### config.mk
export PLATFORM = sky130hd
export DESIGN_NAME = gray_counter_n_flat
export DESIGN_NICKNAME = d
export VERILOG_FILES = /design/src/rtl/gray_counter_n_if.sv /design/src/rtl/gray_counter_n.sv /design/src/flat_wrapper.sv
export SDC_FILE = /design/constraint.sdc
export NUM_CORES = 1
export LEC_CHECK = 0
export CAP_MARGIN = 15
export CORE_MARGIN = 4
export CORE_UTILIZATION = 30
export DETAILED_ROUTE_END_ITERATION = 12
export PLACE_DENSITY = 0.6
export SYNTH_ARGS = -nofsm -noshare
export SYNTH_HDL_FRONTEND = slang
export SYNTH_SLANG_ARGS = --single-unit
### constraint.sdc
create_clock -name clk -period 2 [get_ports clk]
set_input_delay 0.4 -clock clk [delete_from_list [all_inputs] [get_ports clk]]
set_output_delay 0.4 -clock clk [all_outputs]
set_load 0.03 [all_outputs]
### src/rtl/gray_counter_n_if.sv
// Control and status bundle for gray_counter_n: the counter controls and
// the registered binary, Gray, terminal-count and saturation outputs.
interface gray_counter_n_if #(
    parameter int unsigned WIDTH = 4
);
    logic             clr;
    logic             load;
    logic [WIDTH-1:0] load_bin;
    logic             en;
    logic             up;
    logic [WIDTH-1:0] bin_q;
    logic [WIDTH-1:0] gray_q;
    logic             tc;
    logic             sat;

    modport master (
        output clr, load, load_bin, en, up,
        input  bin_q, gray_q, tc, sat
    );

    modport slave (
        input  clr, load, load_bin, en, up,
        output bin_q, gray_q, tc, sat
    );
endinterface

### src/rtl/gray_counter_n.sv
// Up/down binary counter with a registered Gray-code copy, sync clear/load,
// and either modulo wrap or saturation at the range limits.
module gray_counter_n #(
    parameter int unsigned      WIDTH     = 4,
    parameter bit               WRAP      = 1'b1,
    parameter logic [WIDTH-1:0] RESET_VAL = '0
) (
    input  logic            clk,
    input  logic            rst_n,
    gray_counter_n_if.slave bus
);
    localparam logic [WIDTH-1:0] RESET_GRAY = RESET_VAL ^ (RESET_VAL >> 1);

    logic [WIDTH-1:0] bin_r;
    logic [WIDTH-1:0] bin_nxt;
    logic [WIDTH-1:0] gray_r;
    logic             tc_r;
    logic             tc_nxt;
    logic             sat_r;
    logic             sat_nxt;
    logic             at_lim;

    always_comb begin
        bin_nxt = bin_r;
        tc_nxt  = 1'b0;
        sat_nxt = sat_r;
        at_lim  = bus.up ? (bin_r == '1) : (bin_r == '0);
        if (bus.clr) begin
            bin_nxt = '0;
            sat_nxt = 1'b0;
        end else if (bus.load) begin
            bin_nxt = bus.load_bin;
            sat_nxt = 1'b0;
        end else if (bus.en) begin
            if (at_lim) begin
                tc_nxt = 1'b1;
                if (WRAP) begin
                    bin_nxt = bus.up ? '0 : '1;
                    sat_nxt = 1'b0;
                end else begin
                    sat_nxt = 1'b1;
                end
            end else begin
                // Landing on a limit does not flag sat; only the next push into it does.
                bin_nxt = bus.up ? bin_r + 1'b1 : bin_r - 1'b1;
                sat_nxt = 1'b0;
            end
        end
    end

    always_ff @(posedge clk or negedge rst_n) begin
        if (!rst_n) begin
            bin_r  <= RESET_VAL;
            gray_r <= RESET_GRAY;
            tc_r   <= 1'b0;
            sat_r  <= 1'b0;
        end else begin
            bin_r  <= bin_nxt;
            gray_r <= bin_nxt ^ (bin_nxt >> 1);
            tc_r   <= tc_nxt;
            sat_r  <= sat_nxt;
        end
    end

    assign bus.bin_q  = bin_r;
    assign bus.gray_q = gray_r;
    assign bus.tc     = tc_r;
    assign bus.sat    = sat_r;
endmodule

### src/flat_wrapper.sv
// flat-port wrapper written by rule: the top's interface ports become plain ports
module gray_counter_n_flat 
#(
    parameter int unsigned      WIDTH     = 4,
    parameter bit               WRAP      = 1'b1,
    parameter logic [WIDTH-1:0] RESET_VAL = '0
)
  (clk, rst_n, bus_clr, bus_load, bus_load_bin, bus_en, bus_up, bus_bin_q, bus_gray_q, bus_tc, bus_sat);
  gray_counter_n_if #(.WIDTH(WIDTH)) bus_i ();
  input  logic clk;
  input  logic rst_n;
  input wire logic [$bits(bus_i.clr)-1:0] bus_clr;
  input wire logic [$bits(bus_i.load)-1:0] bus_load;
  input wire logic [$bits(bus_i.load_bin)-1:0] bus_load_bin;
  input wire logic [$bits(bus_i.en)-1:0] bus_en;
  input wire logic [$bits(bus_i.up)-1:0] bus_up;
  output wire logic [$bits(bus_i.bin_q)-1:0] bus_bin_q;
  output wire logic [$bits(bus_i.gray_q)-1:0] bus_gray_q;
  output wire logic [$bits(bus_i.tc)-1:0] bus_tc;
  output wire logic [$bits(bus_i.sat)-1:0] bus_sat;
  assign bus_i.clr = bus_clr;
  assign bus_i.load = bus_load;
  assign bus_i.load_bin = bus_load_bin;
  assign bus_i.en = bus_en;
  assign bus_i.up = bus_up;
  assign bus_bin_q = bus_i.bin_q;
  assign bus_gray_q = bus_i.gray_q;
  assign bus_tc = bus_i.tc;
  assign bus_sat = bus_i.sat;
  gray_counter_n #(.WIDTH(WIDTH), .WRAP(WRAP), .RESET_VAL(RESET_VAL)) u_core (.clk(clk), .rst_n(rst_n), .bus(bus_i));
endmodule
### Word-level counts from Yosys, hierarchy flattened

Cells that the tools add are included.
W data, S select, Z words.

| operators by class | value |
|---|---|
| magnitude comparators | 0 |
| $mul | 0 |
| shifts and indexed selects | 0 |
| mux-type cells | 14 |
| divide/modulo/power cells | 0 |
| equality and inequality tests | 1 |
| $add $sub $neg | 2 |
| reductions and logical operators | 2 |
| bitwise operators | 1 |

Operators with widths:

| kind | number |
|---|---|
| $mux W4 | 6 |
| $mux W1 | 8 |
| $add A4 B1 Y4 const B | 1 |
| $eq A4 B4 Y1 const B | 1 |
| $logic_not A4 Y1 | 1 |
| $sub A4 B1 Y4 const B | 1 |
| $xor A4 B3 Y4 | 1 |
| $reduce_bool A3 Y1 | 1 |

| word-level totals | value |
|---|---|
| logic and storage cells | 24 |
| latch bits | 0 |
| ROM bits | 0 |
| input port bits | 10 |
| memories kept | 0 |
| register bits | 10 |
| bits in writable memories | 0 |

### Logic depth before layout (Yosys ltp)

| depth | value |
|---|---|
| depth in word-level cells | 7 |
| gate-level depth with buffers | 7 |

### Worst setup path before layout

Ideal clock, no wire load.

| path | value |
|---|---|
| path type | reg-to-reg |
| from | reg u_core.bin_r[0] (netlist: u_core.bus.bin_q[0]) |
| to | reg u_core.gray_r[2] (netlist: u_core.bus.gray_q[2]) |
| setup time | 79 ps |
| data arrival time | 1790 ps |
| stages on the path, launching flop included | 7 |
| period minus slack after synthesis | 1869 ps |
| setup slack | 131 ps |
| required time | 1921 ps |
| path through | dfrtp_1 > inv_1 > fa_1 > xor2_1 > a21o_1 > a21oi_2 > xor2_1 |

| on the way | value |
|---|---|
| longest elaborated chain between the ends | 7 |
| elaborated cells on any way between the ends | 11 |
| those cells by class | 2 x add/sub; 1 x eq/ne; 6 x mux; 1 x bitwise; 1 x reduce/logical |

RTL lines:

| element | line | source |
|---|---|---|
| start, declared | gray_counter_n.sv:14 | `logic [WIDTH-1:0] bin_r;` |
| start signal, assigned | gray_counter_n.sv:58 | `bin_r <= bin_nxt;` |
| $sub A4 B1 Y4, or another cell as far along | gray_counter_n.sv:45 | `bin_nxt = bus.up ? bin_r + 1'b1 : bin_r - 1'b1;` |
| $mux W4 / $mux W1 (equally long branches) | gray_counter_n.sv:45, gray_counter_n.sv:27 |  |
| $mux W4 * | gray_counter_n.sv:35 | `if (at_lim) begin` |
| $mux W4 * | gray_counter_n.sv:34 | `end else if (bus.en) begin` |
| $mux W4 * | gray_counter_n.sv:31 | `end else if (bus.load) begin` |
| $mux W4 * | gray_counter_n.sv:28 | `if (bus.clr) begin` |
| named net u_core.bin_nxt[2] | gray_counter_n.sv:15 | `logic [WIDTH-1:0] bin_nxt;` |
| $xor A4 B3 Y4 * | gray_counter_n.sv:59 | `gray_r <= bin_nxt ^ (bin_nxt >> 1);` |
| end signal, assigned | gray_counter_n.sv:59 |  |
| end, declared | gray_counter_n.sv:16 | `logic [WIDTH-1:0] gray_r;` |

The timed path passes the listed nets; every way through them passes the cells marked *.
A chain may end at the register's enable or synchronous reset.

### Worst setup path after layout

| path | value |
|---|---|
| from | in bus_up |
| to | reg u_core.gray_r[2] (netlist: u_core.bus.gray_q[2]) |

| on the way | value |
|---|---|
| longest elaborated chain between the ends | 6 |
| elaborated cells on any way between the ends | 8 |
| those cells by class | 7 x mux; 1 x bitwise |

RTL lines:

| element | line | source |
|---|---|---|
| start, declared | flat_wrapper.sv:16 | `input wire logic [$bits(bus_i.up)-1:0] bus_up;` |
| $mux W4, or another cell as far along | gray_counter_n.sv:45 |  |
| $mux W4 * | gray_counter_n.sv:35 |  |
| $mux W4 * | gray_counter_n.sv:34 |  |
| $mux W4 * | gray_counter_n.sv:31 |  |
| $mux W4 * | gray_counter_n.sv:28 |  |
| named net u_core.bin_nxt[3] | gray_counter_n.sv:15 |  |
| $xor A4 B3 Y4 * | gray_counter_n.sv:59 |  |

Marks and branches as above.

==> flow_metrics.env <==
export IMPL_outcome="complete, no violations"
export IMPL_clkSinkCount=8
export IMPL_internal_power_mw=0.349
export IMPL_grt_pass1_vias=425
export IMPL_maxCapViolations=0
export IMPL_clockRootBuffer="clkbuf_4"
export IMPL_power_frac_comb=0.398
export IMPL_drive_gt1_frac=0.224
export IMPL_slowest_delay_ns=0.48
export IMPL_cts_resized_gates=0
export IMPL_crit_path_end_kind="register"
export IMPL_yosysUniqueCellTypes=21
export IMPL_numCtsBuffers=3
export IMPL_synth_top_cell_area_share=0.386
export IMPL_clkLatencyLatePin_ns=0.25
export IMPL_wl_per_cell_um=12.7
export IMPL_drc=0
export IMPL_syn_area_um2=519
export IMPL_yosys_warnings=0
export IMPL_multi_input_area_um2=274
export IMPL_crit_slowest_cell="clkdlybuf4s50_1"
export IMPL_max_freq_mhz=522
export IMPL_synthesis_nets=62
export IMPL_gp_congestion=0.740
export IMPL_p_per_area_nw_per_um2=673
export IMPL_cts_tree="yes"
export IMPL_drv_slew=0
export IMPL_grtUsageTotal=0.104
export IMPL_synth_main_ff_cell="dfrtp_1"
export IMPL_final_setup_viol_count=0
export IMPL_synth_seq_area_share=0.386
export IMPL_fillCellCount=151
export IMPL_cp_required_ns=2.14
export IMPL_crit_fanout=3
export IMPL_synth_top_cell_by_area="dfrtp_1"
export IMPL_antenna_found_initial=0
export IMPL_switchingPower_mw=0.181
export IMPL_fin_crit_sh=0.958
export IMPL_fin_cells=92
export IMPL_rows=14
export IMPL_wirelength_um=1170
export IMPL_min_path_type="in -> async"
export IMPL_hold_violations=0
export IMPL_antennaDiodeCount=0
export IMPL_p_leak_nw=0.361
export IMPL_min_period_ns=1.92
export IMPL_synth_edff_count=0
export IMPL_port_buffers=18
export IMPL_tns_ns=0
export IMPL_yosysMostFrequentCell="dfrtp_1"
export IMPL_register_area_um2=200
export IMPL_ioPinCount=20
export IMPL_die_width_um=49.6
export IMPL_ant_nets=0
export IMPL_dieArea_um2=2460
export IMPL_clk_pin_slew_ns=0.06
export IMPL_initial_core_util=0.329
export IMPL_fin_worst_skew_ns=0.00222
export IMPL_htreeDepth=1
export IMPL_syn_area_per_cell_um2=10.6
export IMPL_syn2layout_area_growth_pct=51.6
export IMPL_arrival_ns=2.05
export IMPL_path_delay_family="buffers and inverters"
export IMPL_synth_common_cells="dfrtp_1 (8), inv_1 (7), a21oi_1 (5), xnor2_1 (4)"
export IMPL_switching_share=0.342
export IMPL_synth_area_leaders="dfrtp_1 (39%), xnor2_1 (6.7%), inv_1 (5.1%)"
export IMPL_fin_ws_ns=0.0835
export IMPL_coreArea_um2=1580
export IMPL_p_clk_frac=0.236
export IMPL_grt_max_degree=9
export IMPL_criticalPathCategory="in -> reg"
export IMPL_grt_pass1_wl_um=1920
export IMPL_dp_hpwl_um=974
export IMPL_place_ws_ns=-0.179
export IMPL_clk_path_buf_depth=2
export IMPL_dp_cells=89
export IMPL_grt_overflow=0
export IMPL_cp_start_kind="primary input"
export IMPL_dr_pass1_iters=1
export IMPL_rsz0062_at_grt="no"
export IMPL_seqPwrFrac=0.365
export IMPL_holdWs_ns=0.411
export IMPL_die_y_um=49.6
export IMPL_vias_per_cell=4.51
export IMPL_fin_nets=91
export IMPL_num_vias=415
export IMPL_async_flop_share=1.00
export IMPL_ys_ff_latch=8
export IMPL_drt_iter0_markers=0
export IMPL_worst_path_buf_inv=2
export IMPL_crit_chain="clkdlybuf4s50_1 > inv_1 > ha_1 > a21o_1 > a21oi_1 > xnor2_1 > a31oi_4 > xor2_1"
export IMPL_vdd_drop_max_uv=546
export IMPL_synthCells=49
export IMPL_post_cts_buffers=0
export IMPL_cts_hold_buf=0
[worst register-to-register path: cells and delay by family (launching register included)]
family          cells  cell delay, ns
xor+xnor            2            0.33
buf+inv             1            0.10
flops               1            0.43
compound gates      2            0.39
fa+ha+maj           1            0.40
[sequential cells by signal, indices dropped and copies added, names as in the netlist]
| signal | flops |
|---|---|
| u_core.bus.gray_q | 3 |
| u_core.bus.bin_q | 4 |
| u_core.bus.tc | 1 |
[per-layer routing]
metal,GRT usage,share of wire
met2,0.170,0.47
met4,0.0276,0.0051
met3,0.0392,0.050
met1,0.127,0.48
met5,0,0
[path summary, 6_finish.rpt]
| check | start | endpoint | slack [ns] | cells past startpoint |
|---|---|---|---|---|
| min in group clk | u_core.bus.bin_q[2] | u_core.bus.bin_q[2] | 0.79 | 2 |
| hold reg to reg | u_core.bus.bin_q[2] | u_core.bus.bin_q[2] | 0.79 | 2 |
| hold / removal | rst_n | u_core.bus.gray_q[0] | 0.41 | 1 |
| max in group asynchronous | rst_n | u_core.bus.gray_q[1] | 1.34 | 1 |
| setup reg to reg | u_core.bus.bin_q[1] | u_core.bus.gray_q[2] | 0.27 | 6 |
| setup / recovery | bus_up | u_core.bus.gray_q[2] | 0.08 | 8 |
[metrics by stage]
| stage | cell area (um2) | power (mW) | utilization |
|---|---|---|---|
| 4_1_cts | 787 | 0.537 | 0.499 |
| 2_1_floorplan | 519 | 0.319 | - |
| 5_1_grt | 787 | 0.564 | 0.499 |
| 3_3_place_gp | 764 | 0.409 | 0.485 |
| 6_report | 787 | 0.530 | 0.499 |
| 3_5_place_dp | 764 | 0.410 | 0.485 |
[power by group through the flow]
stage / combinational (mW) / sequential [mW] / clock (mW)
final: 0.211 / 0.194 / 0.125
after global routing: 0.228 / 0.196 / 0.140
after CTS: 0.214 / 0.194 / 0.129
after detailed placement: 0.213 / 0.197 / 0
after global placement: 0.213 / 0.197 / 0
after floorplan: 0.0859 / 0.233 / 0
[cells in the final DEF, fill, tap and decap left out, types with 2 or more instances in the layout]
cell,count
nor2_1,2
clkbuf_4,3
dfrtp_1,8
clkdlybuf4s50_1,18
a21o_1,3
inv_1,7
xor2_1,3
xnor2_1,4
buf_4,8
a21oi_1,5
ha_1,2
o21ai_0,2
[cell type report]
type                       instances  share of cell area
sequential                         8               0.254
multi-input combinational         31               0.348
tap                               16              0.0254
timing repair buffer              26               0.305
inverter                           8              0.0382
clock buffer                       3              0.0286
[logic make-up (layout without fill, tap and decap cells)]
logic type / after synthesis / after routing / synth area share
and+or+nand+nor: 5 / 5 / 0.0723
xor gates and xnor gates: 7 / 7 / 0.118
muxes: 1 / 1 / 0.0265
DFF: 8 / 8 / 0.386
adders and majority gates: 3 / 3 / 0.0867
buffers and inverters: 10 / 37 / 0.0867
other: 1 / 1 / 0.00722
AOI/OAI and AO/OA: 14 / 14 / 0.217
No activity file was read; power rests on OpenSTA's default activity.
